<file path="src/rtl/vcm_i2c_pkg.sv">
// Shared types and constants for the VCM lens-driver I2C target.
package vcm_i2c_pkg;

    typedef enum logic [2:0] {
        ST_IDLE,
        ST_ADDR,
        ST_ADDR_ACK,
        ST_WR_BYTE,
        ST_WR_ACK,
        ST_RD_BYTE,
        ST_RD_ACK,
        ST_IGNORE
    } vcm_i2c_state_t;

    localparam logic [7:0] ADDR_WR        = 8'h18;
    localparam logic [7:0] ADDR_RD        = 8'h19;
    localparam int         BYTES_PER_XFER = 2;

    // The only bit that differs between the write and read address bytes is R/W.
    localparam logic [7:0] RW_BIT_MASK = ADDR_WR ^ ADDR_RD;

    // Saturating increment for the NACK event counter.
    function automatic logic [7:0] sat_inc8(input logic [7:0] v);
        return (v == 8'hFF) ? v : v + 8'd1;
    endfunction

endpackage

</file>
<file path="src/rtl/vcm_i2c_slave_line_sync.sv">
// Bus-line conditioner: 2-flop synchronizer, optional 3-sample majority
// filter (VCM_I2C_SLAVE_GLITCH_FILT_EN), and single-cycle edge detection.
// Idle level of an I2C line is high, so every flop resets to 1 to avoid a
// phantom edge when reset is released.
module i2c_line_sync (
    input  logic i_clk,
    input  logic i_rst_n,
    input  logic i_line,
    output logic o_level,
    output logic o_rise,
    output logic o_fall
);

    logic r_sync1;
    logic r_sync2;
    logic r_prev;
    logic w_level;

    // Two-stage synchronizer for the asynchronous pad input.
    always_ff @(posedge i_clk or negedge i_rst_n) begin
        if (!i_rst_n) begin
            r_sync1 <= 1'b1;
            r_sync2 <= 1'b1;
        end else begin
            r_sync1 <= i_line;
            r_sync2 <= r_sync1;
        end
    end

`ifdef VCM_I2C_SLAVE_GLITCH_FILT_EN
    logic [1:0] r_hist;
    logic       r_filt;

    // Majority of the current and two previous samples; a single-cycle blip never wins.
    always_ff @(posedge i_clk or negedge i_rst_n) begin
        if (!i_rst_n) begin
            r_hist <= 2'b11;
            r_filt <= 1'b1;
        end else begin
            r_hist <= {r_hist[0], r_sync2};
            r_filt <= (r_sync2 & r_hist[0]) | (r_sync2 & r_hist[1]) | (r_hist[0] & r_hist[1]);
        end
    end

    assign w_level = r_filt;
`else
    assign w_level = r_sync2;
`endif

    // Previous level, used to form the edge pulses.
    always_ff @(posedge i_clk or negedge i_rst_n) begin
        if (!i_rst_n) begin
            r_prev <= 1'b1;
        end else begin
            r_prev <= w_level;
        end
    end

    assign o_level = w_level;
    assign o_rise  = w_level & ~r_prev;
    assign o_fall  = ~w_level & r_prev;

endmodule

</file>
<file path="src/rtl/vcm_i2c_slave.sv">
// I2C target modelling the VCM lens-driver position/control register.
// 2-byte writes update VCM_DATA; reads return VCM_DATA hi, lo, hi, ...
// Optional input glitch filter: define VCM_I2C_SLAVE_GLITCH_FILT_EN.
//
// state       | meaning
// ST_IDLE     | bus free or not yet started
// ST_ADDR     | shifting in the address byte
// ST_ADDR_ACK | driving ACK for a matching address
// ST_WR_BYTE  | shifting in a data byte from the master
// ST_WR_ACK   | driving ACK for a received data byte
// ST_RD_BYTE  | shifting a register byte out to the master
// ST_RD_ACK   | sampling the master's ACK/NACK
// ST_IGNORE   | not addressed or refused; wait for START/STOP
module vcm_i2c_slave
    import vcm_i2c_pkg::*;
#(
    parameter logic [6:0]  SLAVE_ADDR7 = 7'h0C,
    parameter logic [15:0] RESET_DATA  = 16'h0000
) (
    input  logic        CLK_50,
    input  logic        RESET_N,
    input  logic        I2C_SCL,
    input  logic        I2C_SDA_IN,
    output logic        SDA_OE,
    output logic [15:0] VCM_DATA,
    output logic        VCM_WR_STB,
    output logic        BUSY,
    output logic [7:0]  NACK_CNT
);

    logic w_scl_lvl, w_scl_rise, w_scl_fall;
    logic w_sda_lvl, w_sda_rise, w_sda_fall;
    logic w_start, w_stop;
    logic [7:0] w_byte_in;

    vcm_i2c_state_t r_state, w_state_nxt;
    logic [3:0]  r_bit_cnt,  w_bit_cnt_nxt;
    logic [6:0]  r_shift,    w_shift_nxt;
    logic        r_rw,       w_rw_nxt;
    logic [1:0]  r_byte_idx, w_byte_idx_nxt;
    logic [7:0]  r_hold_hi,  w_hold_hi_nxt;
    logic [7:0]  r_tx,       w_tx_nxt;
    logic        r_ack_ph,   w_ack_ph_nxt;
    logic        r_sda_oe,   w_sda_oe_nxt;
    logic        r_busy,     w_busy_nxt;
    logic [7:0]  r_nack_cnt, w_nack_cnt_nxt;
    logic [15:0] r_vcm_data, w_vcm_data_nxt;
    logic        r_wr_stb,   w_wr_stb_nxt;

    i2c_line_sync u_scl_sync (
        .i_clk   (CLK_50),
        .i_rst_n (RESET_N),
        .i_line  (I2C_SCL),
        .o_level (w_scl_lvl),
        .o_rise  (w_scl_rise),
        .o_fall  (w_scl_fall)
    );

    i2c_line_sync u_sda_sync (
        .i_clk   (CLK_50),
        .i_rst_n (RESET_N),
        .i_line  (I2C_SDA_IN),
        .o_level (w_sda_lvl),
        .o_rise  (w_sda_rise),
        .o_fall  (w_sda_fall)
    );

    assign w_start   = w_sda_fall & w_scl_lvl;
    assign w_stop    = w_sda_rise & w_scl_lvl;
    assign w_byte_in = {r_shift, w_sda_lvl};

    // State register plus all datapath registers; reset releases SDA immediately.
    always_ff @(posedge CLK_50 or negedge RESET_N) begin
        if (!RESET_N) begin
            r_state    <= ST_IDLE;
            r_bit_cnt  <= 4'd0;
            r_shift    <= 7'd0;
            r_rw       <= 1'b0;
            r_byte_idx <= 2'd0;
            r_hold_hi  <= 8'd0;
            r_tx       <= 8'd0;
            r_ack_ph   <= 1'b0;
            r_sda_oe   <= 1'b0;
            r_busy     <= 1'b0;
            r_nack_cnt <= 8'd0;
            r_vcm_data <= RESET_DATA;
            r_wr_stb   <= 1'b0;
        end else begin
            r_state    <= w_state_nxt;
            r_bit_cnt  <= w_bit_cnt_nxt;
            r_shift    <= w_shift_nxt;
            r_rw       <= w_rw_nxt;
            r_byte_idx <= w_byte_idx_nxt;
            r_hold_hi  <= w_hold_hi_nxt;
            r_tx       <= w_tx_nxt;
            r_ack_ph   <= w_ack_ph_nxt;
            r_sda_oe   <= w_sda_oe_nxt;
            r_busy     <= w_busy_nxt;
            r_nack_cnt <= w_nack_cnt_nxt;
            r_vcm_data <= w_vcm_data_nxt;
            r_wr_stb   <= w_wr_stb_nxt;
        end
    end

    // Next-state and register updates; STOP outranks START, both outrank bit handling.
    always_comb begin
        w_state_nxt    = r_state;
        w_bit_cnt_nxt  = r_bit_cnt;
        w_shift_nxt    = r_shift;
        w_rw_nxt       = r_rw;
        w_byte_idx_nxt = r_byte_idx;
        w_hold_hi_nxt  = r_hold_hi;
        w_tx_nxt       = r_tx;
        w_ack_ph_nxt   = r_ack_ph;
        w_sda_oe_nxt   = r_sda_oe;
        w_busy_nxt     = r_busy;
        w_nack_cnt_nxt = r_nack_cnt;
        w_vcm_data_nxt = r_vcm_data;
        w_wr_stb_nxt   = 1'b0;

        if (w_stop) begin
            w_state_nxt  = ST_IDLE;
            w_sda_oe_nxt = 1'b0;
            w_busy_nxt   = 1'b0;
        end else if (w_start) begin
            w_state_nxt   = ST_ADDR;
            w_bit_cnt_nxt = 4'd0;
            w_shift_nxt   = 7'd0;
            w_ack_ph_nxt  = 1'b0;
            w_sda_oe_nxt  = 1'b0;
        end else begin
            case (r_state)
                ST_ADDR: begin
                    if (w_scl_rise) begin
                        w_shift_nxt   = w_byte_in[6:0];
                        w_bit_cnt_nxt = r_bit_cnt + 4'd1;
                        if (r_bit_cnt == 4'd7) begin
                            w_bit_cnt_nxt = 4'd0;
                            w_ack_ph_nxt  = 1'b0;
                            if (w_byte_in[7:1] == SLAVE_ADDR7) begin
                                w_state_nxt = ST_ADDR_ACK;
                                w_busy_nxt  = 1'b1;
                                w_rw_nxt    = |(w_byte_in & RW_BIT_MASK);
                            end else begin
                                w_state_nxt    = ST_IGNORE;
                                w_busy_nxt     = 1'b0;
                                w_nack_cnt_nxt = sat_inc8(r_nack_cnt);
                            end
                        end
                    end
                end

                ST_ADDR_ACK: begin
                    if (w_scl_fall) begin
                        if (!r_ack_ph) begin
                            w_sda_oe_nxt = 1'b1;
                            w_ack_ph_nxt = 1'b1;
                        end else begin
                            w_ack_ph_nxt   = 1'b0;
                            w_bit_cnt_nxt  = 4'd0;
                            w_byte_idx_nxt = 2'd0;
                            if (r_rw) begin
                                // The ACK clock's falling edge is also where the first read bit goes out.
                                w_tx_nxt     = r_vcm_data[15:8];
                                w_sda_oe_nxt = ~r_vcm_data[15];
                                w_state_nxt  = ST_RD_BYTE;
                            end else begin
                                w_sda_oe_nxt = 1'b0;
                                w_state_nxt  = ST_WR_BYTE;
                            end
                        end
                    end
                end

                ST_WR_BYTE: begin
                    if (w_scl_rise) begin
                        w_shift_nxt   = w_byte_in[6:0];
                        w_bit_cnt_nxt = r_bit_cnt + 4'd1;
                        if (r_bit_cnt == 4'd7) begin
                            w_bit_cnt_nxt = 4'd0;
                            w_ack_ph_nxt  = 1'b0;
                            if (int'(r_byte_idx) < BYTES_PER_XFER) begin
                                w_state_nxt = ST_WR_ACK;
                                if (int'(r_byte_idx) == BYTES_PER_XFER - 1) begin
                                    w_vcm_data_nxt = {r_hold_hi, w_byte_in};
                                    w_wr_stb_nxt   = 1'b1;
                                end else begin
                                    w_hold_hi_nxt = w_byte_in;
                                end
                            end else begin
                                w_state_nxt    = ST_IGNORE;
                                w_nack_cnt_nxt = sat_inc8(r_nack_cnt);
                            end
                        end
                    end
                end

                ST_WR_ACK: begin
                    if (w_scl_fall) begin
                        if (!r_ack_ph) begin
                            w_sda_oe_nxt = 1'b1;
                            w_ack_ph_nxt = 1'b1;
                        end else begin
                            w_sda_oe_nxt   = 1'b0;
                            w_ack_ph_nxt   = 1'b0;
                            w_bit_cnt_nxt  = 4'd0;
                            w_byte_idx_nxt = r_byte_idx + 2'd1;
                            w_state_nxt    = ST_WR_BYTE;
                        end
                    end
                end

                ST_RD_BYTE: begin
                    if (w_scl_rise) begin
                        w_bit_cnt_nxt = r_bit_cnt + 4'd1;
                    end else if (w_scl_fall) begin
                        if (r_bit_cnt == 4'd8) begin
                            w_sda_oe_nxt = 1'b0;
                            w_state_nxt  = ST_RD_ACK;
                        end else begin
                            w_sda_oe_nxt = ~r_tx[3'd7 - r_bit_cnt[2:0]];
                        end
                    end
                end

                ST_RD_ACK: begin
                    if (w_scl_rise) begin
                        if (!w_sda_lvl) begin
                            // Snapshot the register now so each byte is internally coherent.
                            w_tx_nxt       = r_byte_idx[0] ? r_vcm_data[15:8] : r_vcm_data[7:0];
                            w_byte_idx_nxt = {1'b0, ~r_byte_idx[0]};
                            w_bit_cnt_nxt  = 4'd0;
                            w_state_nxt    = ST_RD_BYTE;
                        end else begin
                            w_state_nxt = ST_IGNORE;
                        end
                    end
                end

                ST_IDLE, ST_IGNORE: begin
                    w_sda_oe_nxt = 1'b0;
                end

                default: begin
                    w_state_nxt  = ST_IDLE;
                    w_sda_oe_nxt = 1'b0;
                end
            endcase
        end
    end

    assign SDA_OE     = r_sda_oe;
    assign VCM_DATA   = r_vcm_data;
    assign VCM_WR_STB = r_wr_stb;
    assign BUSY       = r_busy;
    assign NACK_CNT   = r_nack_cnt;

endmodule

</file>
<file path="config.mk">
export PLATFORM = sky130hd
export DESIGN_NAME = vcm_i2c_slave
export DESIGN_NICKNAME = d
export VERILOG_FILES = /design/src/rtl/vcm_i2c_pkg.sv /design/src/rtl/vcm_i2c_slave_line_sync.sv /design/src/rtl/vcm_i2c_slave.sv
export SDC_FILE = /design/constraint.sdc
export NUM_CORES = 1
export LEC_CHECK = 0
export ABC_AREA = 1
export CAP_MARGIN = 20
export CORE_MARGIN = 2
export CORE_UTILIZATION = 42
export CTS_BUF_LIST = sky130_fd_sc_hd__clkbuf_8
export CTS_CLUSTER_DIAMETER = 200
export CTS_CLUSTER_SIZE = 16
export DETAILED_ROUTE_END_ITERATION = 7
export GPL_ROUTABILITY_DRIVEN = 0
export HOLD_SLACK_MARGIN = 0.02
export SLEW_MARGIN = 40
export SYNTH_ARGS = -nofsm -noshare
export SYNTH_HDL_FRONTEND = slang
export SYNTH_SLANG_ARGS = --single-unit
export TNS_END_PERCENT = 30
</file>
<file path="constraint.sdc">
create_clock -name CLK_50 -period 1.6 [get_ports CLK_50]
set_input_delay 0.24 -clock CLK_50 [delete_from_list [all_inputs] [get_ports CLK_50]]
set_output_delay 0.24 -clock CLK_50 [all_outputs]
set_load 0.01 [all_outputs]
</file>
==> metrics.cfg <==
[run_status]
status = finished clean

[global_routing]
antenna_found_initial = 0
grt_pass1_vias = 3022
grt_usage_pct = 21.29
grt_overflow_total = 0
grt_pass1_wl_um = 14730
grt_max_degree = 68

[worst_hold_path]
hold_class = in2reg

[routing]
wl_met2_um = 4247
drt_wl_total_um = 9288
wl_per_cell_um = 14.63
vias = 3285
drt-met1-wl_um = 4507
routed_via_density = 5.173
ant_nets = 0
drc = 0
first_pass_iters = 5
routed.top_layer = met4
drt_iter0_drc = 179
wl_met3_um = 340

[floorplan]
fp.dieH_um = 94.41
initial_core_util_pct = 43.97
die-area_um2 = 8913
die_x_um = 94.41
row_count = 32
core_um2 = 7807
io_pins = 31

[cts]
clockBufferDepth = 2
cts_sinks = 67
root_buffer = clkbuf_8
cts.clk_slew.worst_paths_ns = 0.08
htreeDepth = 3
cts_made_buffers = 9
insertion_delay_ns = 0.36
cts_tree = built

[yosys]
postSynthCellCount = 439
syn_area_um2 = 3433
syn_nets = 448
synth.avg_cell_area_um2 = 7.821
yosys_warnings = 0
ys_seq_area_share_pct = 49.05
ys_types = 29
ys_ff_latch = 67

[sta]
fin_crit_sh_pct = 98.83
finalHoldViolCount = 0
worst_pin_slew_ns = 0.3648
hold_ws_ns = 0.2854
slew_headroom_pct = 75.68
fmax_ghz = 0.6324
setup_violations = 0
post-route-min-period_ns = 1.581
clock_skew_ns = 0.009942
rsz0062_at_grt = true
slew_viol_final = 0

[power]
p_switching_mw = 3.301
power.density_nw_per_um2 = 1531
swShare_pct = 44.11
power.internal_mw = 4.182
p_seq_share_pct = 31.7
clkPwrFrac_pct = 19.4
leakagePower_nw = 2.522
combPwrFrac_pct = 48.8
irDropWorstVdd_uv = 1008

[finish]
antenna_cells = 0
most-common-layout-cells = nand2_1 (128), dfrtp_1 (56), inv_1 (42), buf_4 (42), nand3_1 (38)
layout_commonest_cell = nand2_1
finalCoreUtilization_pct = 62.58
drive_gt1_share_pct = 29.64
area_growth_pct = 42.31
finish.net_count = 537

[flow_run]
maxCapViolations = 0

[placed_design]
dp_hpwl_um = 6125
port-buffer-count = 30

[worst_setup_path]
cpMaxStageDelayCell = dfstp_2
crit_type = reg2reg
critical_path.max_stage_delay_ns = 0.54
critPathCaptureType = flip-flop
startpoint_type = flip-flop
cp_max_fo = 8
worst-endpoint-required_ns = 1.89
crit_arrival_ns = 1.87
critPathBufInv = 3
crit_chain = inv_2, nand3_4, nand2_4, nor3_2, nand4_1, buf_6, clkbuf_16, o21ai_1
cp_top_family = flip-flops

==> layout make-up <==
class	count	area, µm²
clock inverters	7	76.32
flip-flops and latches	67	1690
well taps	102	127.6
repair buffers	86	855.8
clock buffers	9	123.9
fillers	671	2922
inverters	53	206.4
multi-input cells	311	1805
==> state kept, by name (all words and copies together), names as in the netlist, 2 cells and up <==
register and count:
VCM_DATA 16, NACK_CNT 8, r_hold_hi 8, r_tx 8, r_shift 7, r_bit_cnt 4, r_state 3, r_byte_idx 2
==> metal layers <==
layer  track usage, %  vias up
li1                 -     1611
met1            30.62     1586
met2            31.55       70
met3            5.267       18
met4            7.126        0
met5                0        -
==> cells by family after synthesis <==
group                    share of synthesized area [%]
AO/OA/AOI/OAI                                    9.585
XOR/XNOR                                         2.041
adder cells (fa/ha/maj)                          1.822
buffers and inverters                            6.888
flip-flops                                       49.05
AND/OR/NAND/NOR                                  30.61
==> cells in the mapped netlist <==
| cell type | count | area (µm²) |
|---|---|---|
| or2_2 | 2 | 12.51 |
| nand2_2 | 3 | 18.77 |
| xnor2_1 | 4 | 35.03 |
| nor2_4 | 3 | 33.78 |
| o21ai_0 | 12 | 60.06 |
| nand3b_1 | 3 | 22.52 |
| nand3_1 | 51 | 255.2 |
| inv_2 | 7 | 26.28 |
| buf_2 | 3 | 15.01 |
| xor2_1 | 4 | 35.03 |
| nor2_2 | 4 | 25.02 |
| nor3_1 | 4 | 20.02 |
| nand2_1 | 139 | 521.8 |
| inv_1 | 46 | 172.7 |
| nand4_1 | 4 | 25.02 |
| o211ai_1 | 2 | 15.01 |
| a21oi_1 | 4 | 20.02 |
| dfrtp_1 | 61 | 1526 |
| a211oi_1 | 1 | 7.510 |
| dfstp_2 | 6 | 157.7 |
| o21ai_1 | 30 | 150.1 |
| clkbuf_1 | 4 | 15.01 |
| o2111ai_1 | 8 | 70.07 |
| nor2_1 | 24 | 90.09 |
| buf_4 | 1 | 7.510 |
| o22ai_1 | 1 | 6.260 |
| ha_1 | 5 | 62.56 |
| and3_1 | 1 | 6.260 |
| nand3_2 | 2 | 20.02 |
==> timing repair <==
action,4_1_cts,5_1_grt
hold endpoints to repair,61,0
buffers inserted,4,9
endpoints found under the setup margin,49,58
gates resized for setup,24,78
hold buffers,1,0
gates cloned,1,1
pin swaps,3,19
==> worst reg2reg max path: stages, from the launching register on <==
cell and delay (ns):
dfstp_2 0.54, inv_2 0.05, nand3_4 0.12, nand2_4 0.08, nor3_2 0.15, nand4_1 0.14, buf_6 0.17, clkbuf_16 0.16
o21ai_1 0.11
==> path summary, 6_finish.rpt <==
path                            slack, ns                from  depth (start not counted)                 end
worst min-delay path                 0.29             I2C_SCL                          1  u_scl_sync.r_sync1
worst min register to register       0.36  u_scl_sync.r_sync1                          0  u_scl_sync.o_level
worst max register to register       0.02  u_sda_sync.o_level                          8         VCM_DATA[7]
min in group asynchronous            0.41             RESET_N                          3        r_bit_cnt[0]
max in group asynchronous            0.84             RESET_N                          3  u_sda_sync.r_sync1
worst max-delay path                 0.02  u_sda_sync.o_level                          8         VCM_DATA[7]
==> through the flow <==
| step | power, mW | setup slack, ns | TNS [ns] | cells | instance area [µm²] |
|---|---|---|---|---|---|
| after CTS | 6.914 | -0.03421 | -0.2065 | 626 | 4543 |
| after floorplan | 4.167 | -0.02788 | -0.2431 | 439 | 3435 |
| after global routing | 8.034 | -0.05728 | -1.061 | 635 | 4886 |
| after detailed placement | 5.373 | -0.1037 | -2.365 | 604 | 4202 |
| after global placement | 5.334 | -0.08055 | -1.077 | 604 | 4202 |
| final | 7.482 | 0.01874 | 0 | 635 | 4886 |
==> power groups by stage <==
stage / registers, mW / clock network [mW] / logic [mW]
after floorplan: 2.32 / 0 / 1.85
after global placement: 2.35 / 0 / 2.98
after detailed placement: 2.35 / 0 / 3.02
after CTS: 2.35 / 1.49 / 3.08
after global routing: 2.42 / 1.57 / 4.04
final: 2.38 / 1.45 / 3.65
No activity file was read; power rests on OpenSTA's default activity.
